### config.mk
export PLATFORM = sky130hd
export DESIGN_NAME = counter_sched_flat
export DESIGN_NICKNAME = d
export VERILOG_FILES = /design/src/rtl/counter_sched_if.sv /design/src/rtl/counter_sched.sv /design/src/flat_wrapper.sv
export SDC_FILE = /design/constraint.sdc
export NUM_CORES = 1
export LEC_CHECK = 0
export ABC_AREA = 1
export CAP_MARGIN = 20
export CORE_MARGIN = 2
export CORE_UTILIZATION = 25
export CTS_CLUSTER_SIZE = 16
export DETAILED_ROUTE_END_ITERATION = 8
export SLEW_MARGIN = 5
export SYNTH_ARGS = -nofsm -noshare
export SYNTH_HDL_FRONTEND = slang
export SYNTH_SLANG_ARGS = --single-unit
### constraint.sdc
create_clock -name clk -period 2.9 [get_ports clk]
set_input_delay 0.29 -clock clk [delete_from_list [all_inputs] [get_ports clk]]
set_output_delay 0.29 -clock clk [all_outputs]
set_load 0.005 [all_outputs]
### src/rtl/counter_sched_if.sv
// Command handshake bundle for the dual-counter sequencer.
// The host drives the command fields; the sequencer returns cmd_ready.
interface counter_sched_if #(
    parameter int ARG_W = 16
);
    logic             cmd_valid;
    logic             cmd_ready;
    logic [1:0]       cmd_op;
    logic             cmd_sel;
    logic [ARG_W-1:0] cmd_arg;

    modport master (
        output cmd_valid, cmd_op, cmd_sel, cmd_arg,
        input  cmd_ready
    );

    modport slave (
        input  cmd_valid, cmd_op, cmd_sel, cmd_arg,
        output cmd_ready
    );
endinterface

### src/rtl/counter_sched.sv
// Command sequencer driving enable/load of an 8-bit and a 16-bit counter.
// Optional abort input enabled by defining COUNTER_SCHED_ABORT_EN.
module counter_sched #(
    parameter int WIDTH_A = 8,
    parameter int WIDTH_B = 16,
    parameter int ARG_W   = 16
) (
    input  logic               clk,
    input  logic               rst,
    counter_sched_if.slave     cmd,
    output logic               en_a,
    output logic               en_b,
    output logic               load_a,
    output logic               load_b,
    output logic [WIDTH_A-1:0] load_val_a,
    output logic [WIDTH_B-1:0] load_val_b,
    input  logic               ovf_a,
    input  logic               ovf_b,
`ifdef COUNTER_SCHED_ABORT_EN
    input  logic               abort,
`endif
    output logic               busy,
    output logic               done,
    output logic [1:0]         status
);
    typedef enum logic [2:0] {
        S_IDLE, S_LOAD, S_RUN, S_RUN_OVF, S_WAIT, S_DONE
    } state_t;

    localparam logic [1:0] ST_OK  = 2'd0;
    localparam logic [1:0] ST_OVF = 2'd1;
    localparam logic [1:0] ST_TMO = 2'd2;
    localparam logic [1:0] ST_ABT = 2'd3;

    state_t           state, state_n;
    logic             sel, sel_n;
    logic [ARG_W-1:0] rem, rem_n;
    logic [1:0]       status_n;
    logic             accept, arg_zero, ovf_sel, ovf_cmd;
    logic             abort_hit, en_sel, ld_sel;

    assign cmd.cmd_ready = (state == S_IDLE);
    assign accept   = cmd.cmd_valid && cmd.cmd_ready;
    assign arg_zero = (cmd.cmd_arg == '0);
    assign ovf_sel  = sel ? ovf_b : ovf_a;
    assign ovf_cmd  = cmd.cmd_sel ? ovf_b : ovf_a;

`ifdef COUNTER_SCHED_ABORT_EN
    assign abort_hit = abort && (state == S_RUN ||
                                 state == S_RUN_OVF ||
                                 state == S_WAIT);
`else
    assign abort_hit = 1'b0;
`endif

    always_ff @(posedge clk or posedge rst) begin
        if (rst) begin
            state  <= S_IDLE;
            sel    <= 1'b0;
            rem    <= '0;
            status <= ST_OK;
        end else begin
            state  <= state_n;
            sel    <= sel_n;
            rem    <= rem_n;
            status <= status_n;
        end
    end

    // Load values change on accept so they are stable throughout LOAD.
    always_ff @(posedge clk or posedge rst) begin
        if (rst) begin
            load_val_a <= '0;
            load_val_b <= '0;
        end else if (accept && cmd.cmd_op == 2'd0) begin
            if (cmd.cmd_sel) load_val_b <= cmd.cmd_arg[WIDTH_B-1:0];
            else             load_val_a <= cmd.cmd_arg[WIDTH_A-1:0];
        end
    end

    always_comb begin
        state_n  = state;
        sel_n    = sel;
        rem_n    = rem;
        status_n = status;
        en_sel   = 1'b0;
        ld_sel   = 1'b0;
        done     = 1'b0;
        busy     = (state != S_IDLE);
        unique case (state)
            S_IDLE: begin
                if (accept) begin
                    sel_n = cmd.cmd_sel;
                    rem_n = cmd.cmd_arg;
                    unique case (cmd.cmd_op)
                        2'd0: state_n = S_LOAD;
                        2'd1: begin
                            state_n = arg_zero ? S_DONE : S_RUN;
                            if (arg_zero) status_n = ST_OK;
                        end
                        2'd2: begin
                            state_n = arg_zero ? S_DONE : S_RUN_OVF;
                            if (arg_zero) status_n = ovf_cmd ? ST_OVF : ST_TMO;
                        end
                        default: begin
                            state_n = arg_zero ? S_DONE : S_WAIT;
                            if (arg_zero) status_n = ST_OK;
                        end
                    endcase
                end
            end
            S_LOAD: begin
                ld_sel   = 1'b1;
                state_n  = S_DONE;
                status_n = ST_OK;
            end
            S_RUN: begin
                en_sel = 1'b1;
                rem_n  = rem - 1'b1;
                if (rem == 1) begin
                    state_n  = S_DONE;
                    status_n = ST_OK;
                end
            end
            S_RUN_OVF: begin
                en_sel = !ovf_sel;
                rem_n  = rem - 1'b1;
                if (ovf_sel) begin
                    state_n  = S_DONE;
                    status_n = ST_OVF;
                end else if (rem == 1) begin
                    state_n  = S_DONE;
                    status_n = ST_TMO;
                end
            end
            S_WAIT: begin
                rem_n = rem - 1'b1;
                if (rem == 1) begin
                    state_n  = S_DONE;
                    status_n = ST_OK;
                end
            end
            S_DONE: begin
                done    = 1'b1;
                state_n = S_IDLE;
            end
            default: state_n = S_IDLE;
        endcase
        if (abort_hit) begin
            en_sel   = 1'b0;
            state_n  = S_DONE;
            status_n = ST_ABT;
        end
    end

    assign en_a   = en_sel && !sel;
    assign en_b   = en_sel && sel;
    assign load_a = ld_sel && !sel;
    assign load_b = ld_sel && sel;
endmodule

### src/flat_wrapper.sv
// flat-port wrapper written by rule: the top's interface ports become plain ports
module counter_sched_flat 
#(
    parameter int WIDTH_A = 8,
    parameter int WIDTH_B = 16,
    parameter int ARG_W   = 16
)
  (clk, rst, en_a, en_b, load_a, load_b, load_val_a, load_val_b, ovf_a, ovf_b, busy, done, status, cmd_cmd_valid, cmd_cmd_op, cmd_cmd_sel, cmd_cmd_arg, cmd_cmd_ready);
  counter_sched_if #(.ARG_W(ARG_W)) cmd_i ();
  input  logic clk;
  input  logic rst;
  output logic en_a;
  output logic en_b;
  output logic load_a;
  output logic load_b;
  output logic [WIDTH_A-1:0] load_val_a;
  output logic [WIDTH_B-1:0] load_val_b;
  input  logic ovf_a;
  input  logic ovf_b;
  output logic busy;
  output logic done;
  output logic [1:0] status;
  input wire logic [$bits(cmd_i.cmd_valid)-1:0] cmd_cmd_valid;
  input wire logic [$bits(cmd_i.cmd_op)-1:0] cmd_cmd_op;
  input wire logic [$bits(cmd_i.cmd_sel)-1:0] cmd_cmd_sel;
  input wire logic [$bits(cmd_i.cmd_arg)-1:0] cmd_cmd_arg;
  output wire logic [$bits(cmd_i.cmd_ready)-1:0] cmd_cmd_ready;
  assign cmd_i.cmd_valid = cmd_cmd_valid;
  assign cmd_i.cmd_op = cmd_cmd_op;
  assign cmd_i.cmd_sel = cmd_cmd_sel;
  assign cmd_i.cmd_arg = cmd_cmd_arg;
  assign cmd_cmd_ready = cmd_i.cmd_ready;
  counter_sched #(.WIDTH_A(WIDTH_A), .WIDTH_B(WIDTH_B), .ARG_W(ARG_W)) u_core (.clk(clk), .rst(rst), .cmd(cmd_i), .en_a(en_a), .en_b(en_b), .load_a(load_a), .load_b(load_b), .load_val_a(load_val_a), .load_val_b(load_val_b), .ovf_a(ovf_a), .ovf_b(ovf_b), .busy(busy), .done(done), .status(status));
endmodule
==> metrics.csv <==
stage,metric,value,unit
outcome,status,"complete, no violations",
final_layout,synthesis-to-finish area growth,30.0,%
final_layout,fin cells,553,
global_route,vias in the first global route,2456,
yosys,Seq cells post-synth,46,
yosys,YS warnings,0,
sta,setup TNS,0,ns
yosys,fraction of the mapped netlist area in simple logic gates,33.8,%
yosys,"EDFF count, synth",0,
yosys,Synth Area in Adders,0.954,%
yosys,Mapped Area,2620,sq um
floorplan,initial cell density of the core,25.5,%
drt,initial drt markers,178,
floorplan,die area,11300,sq um
clock_network,CTS Buf Count,5,
placed_design,I/O Buffers,56,
worst_hold_path,Hold Crit Class,in -> async,
global_route,first-pass GRT wire length,11600,um
global_route,met2 usage,22.1,%
sta,Peak Freq,0.462,GHz
clock_network,CTS tree,done,
critical_path,Worst setup EP type,primary output,
drt,"wirelength, routed",6660,um
final_layout,ant diodes,0,
sta,worst slew pin tran,0.428,ns
drt,WL/cell,12.1,um
global_route,largest net degree at the start of global routing,25,
placed_design,setup slack at placement,0.874,ns
clock_network,"Clk pin slew, worst setup/hold paths",0.09,ns
global_route,met3 GRT Util,2.15,%
clock_network,cell chosen for the clock root,clkbuf_8,
final_layout,multi-input gate area in the final layout,1250,sq um
critical_path,"Max FO, Critical Path",5,
final_layout,"commonest non-fill, non-tap cell in the layout",nand2_1,
pwr,Worst VDD drop,0.218,mV
sta,Final Skew,0.00774,ns
drt,drt drc,0,
yosys,register area share after synthesis,43.9,%
yosys,Synth Area in XOR/XNOR,1.34,%
sta,fin crit share,74.7,%
drt,post-route ant nets,0,
pwr,Leak,1.58,nW
final_layout,layout cells sized above 1,7.19,%
yosys,Synth Area per Inst,7.31,sq um
yosys,prevailing post-synth register cell,dfrtp_1,
yosys,Synth Area in Compound Gates,11.6,%
critical_path,"Req. time, crit path",2.61,ns
floorplan,Die H,106,um
placed_design,GPL Wtd Cong,0.899,
clock_network,Hold Buf Count CTS,0,
critical_path,Critical Path AT,1.88,ns
clock_network,clock sinks,46,
flow_run,max-cap violations,0,
sta,Slew HR,71.3,%
final_layout,# nets final,442,
clock_network,post-CTS sizing,0,
clock_network,Post-CTS Setup Inserts,0,
global_route,GRT Util Overall,12.5,%
clock_network,"Clk Latency, worst-skew pair",0.31,ns
sta,final setup margin,0.734,ns
clock_network,Clock Tree Buf Depth,2,
drt,vias,2448,
floorplan,die width,106,um
sta,"Hold Violations, Final",0,
global_route,grt peak-use layer,met2,
clock_network,H-tree Lvls,2,
placed_design,placed insts,545,
global_route,met1 Use GR,15.6,%
placed_design,DP Wirelength,5260,um
yosys,Post-synth ARST share,100,%
global_route,initial antenna violation count,0,
pwr,PD cells,937,nW/um^2
yosys,Syn Inst Count,359,
yosys,Mapped Nets,385,
drt,post-DR vias/cell,4.43,
yosys,Synth cell types,33,
floorplan,row cnt,37,
final_layout,filler instances,1093,
sta,count of final max-slew check failures,0,
critical_path,critical path class,reg -> out,
floorplan,core area,10300,sq um
drt,DRT Pass-1 Iters,4,
sta,minimum clock period,2.17,ns
critical_path,Critical Path Source Type,flop,
yosys,mux share of post-synthesis cell area,0,%
final_layout,"leading cell types in the layout, fill and taps excluded","100 x nand2_1, 59 x nor2_1, 56 x clkdlybuf4s50_1",
yosys,largest family of logic cells by synthesized area,simple AND/OR/NAND/NOR gates,
sta,RSZ-0062 raised after global routing,no,
floorplan,Boundary Pins,57,
global_route,grt total ovfl,0,
final_layout,Sequential cell area,1150,sq um
sta,setup violators final,0,
==> state kept, by name (all words and copies together) (netlist names) <==
| register | count |
|---|---|
| u_core.load_val_b | 16 |
| u_core.rem | 16 |
| u_core.load_val_a | 8 |
| u_core.state | 3 |
| u_core.status | 2 |
| u_core.sel | 1 |
==> cell usage after synthesis (all sizes together) (2+ instances only) <==
master,count,area [sq um]
a21oi,15,90.1
buf,6,45.0
clkbuf,2,7.51
dfrtp,46,1150
ha,2,25.0
inv,41,159
nand2,105,422
nand3,19,100
nand3b,3,22.5
nand4,6,37.5
nor2,65,278
nor3,3,15.0
o21ai,28,140
o22ai,7,43.8
xor2,4,35.0
==> per-stage QoR <==
step / cell area [sq um] / util [%] / hold slack (ns) / total power, mW
after floorplan: 2620 / - / 0.407 / 2.12
after global placement: 3320 / 32.3 / 0.466 / 2.77
after detailed placement: 3320 / 32.3 / 0.470 / 2.81
after CTS: 3410 / 33.2 / 0.252 / 3.24
after global routing: 3410 / 33.2 / 0.275 / 3.51
final: 3410 / 33.2 / 0.237 / 3.20
==> metal layers <==
layer,wire length [um],vias to the layer above
met4,115,0
met2,3350,38
met1,2980,1141
li1,-,1258
met5,0,-
met3,217,11
==> final timing paths <==
kind | startpoint | endpoint | slack (ns) | depth (start not counted)
worst max-delay path | u_core.state[2] | en_a | 0.73 | 5
min in group clk | u_core.status[1] | u_core.status[1] | 0.49 | 2
worst min register to register | u_core.status[1] | u_core.status[1] | 0.49 | 2
max in group asynchronous | rst | u_core.rem[14] | 2.08 | 3
worst max register to register | u_core.state[1] | u_core.rem[2] | 0.93 | 8
worst min-delay path | rst | u_core.load_val_a[5] | 0.24 | 2
==> layout make-up <==
type / instances / share of cell area, %
multi-input cells: 263 / 36.7
clock inverters: 2 / 0.367
repair buffers: 58 / 16.9
flip-flops and latches: 46 / 33.7
clock buffers: 6 / 2.42
inverters: 42 / 4.91
well taps: 136 / 4.99
==> worst max-delay path, cell delays in order, from the launching register on <==
cell and delay [ns]:
dfrtp_1 0.42, inv_1 0.18, nand3_1 0.16, a21boi_0 0.18, nor2_1 0.12, clkdlybuf4s50_1 0.51
==> kinds of logic after synthesis <==
family,Yosys count
compound gates,54
xor+xnor,4
fa+ha+maj,2
buf+inv,50
flops,46
simple gates,203
==> where the power goes <==
group	switching (mW)	internal, mW
clock	0.226	0.192
combinational	0.807	0.754
sequential	0.267	0.952
No activity file was read; power rests on OpenSTA's default activity.
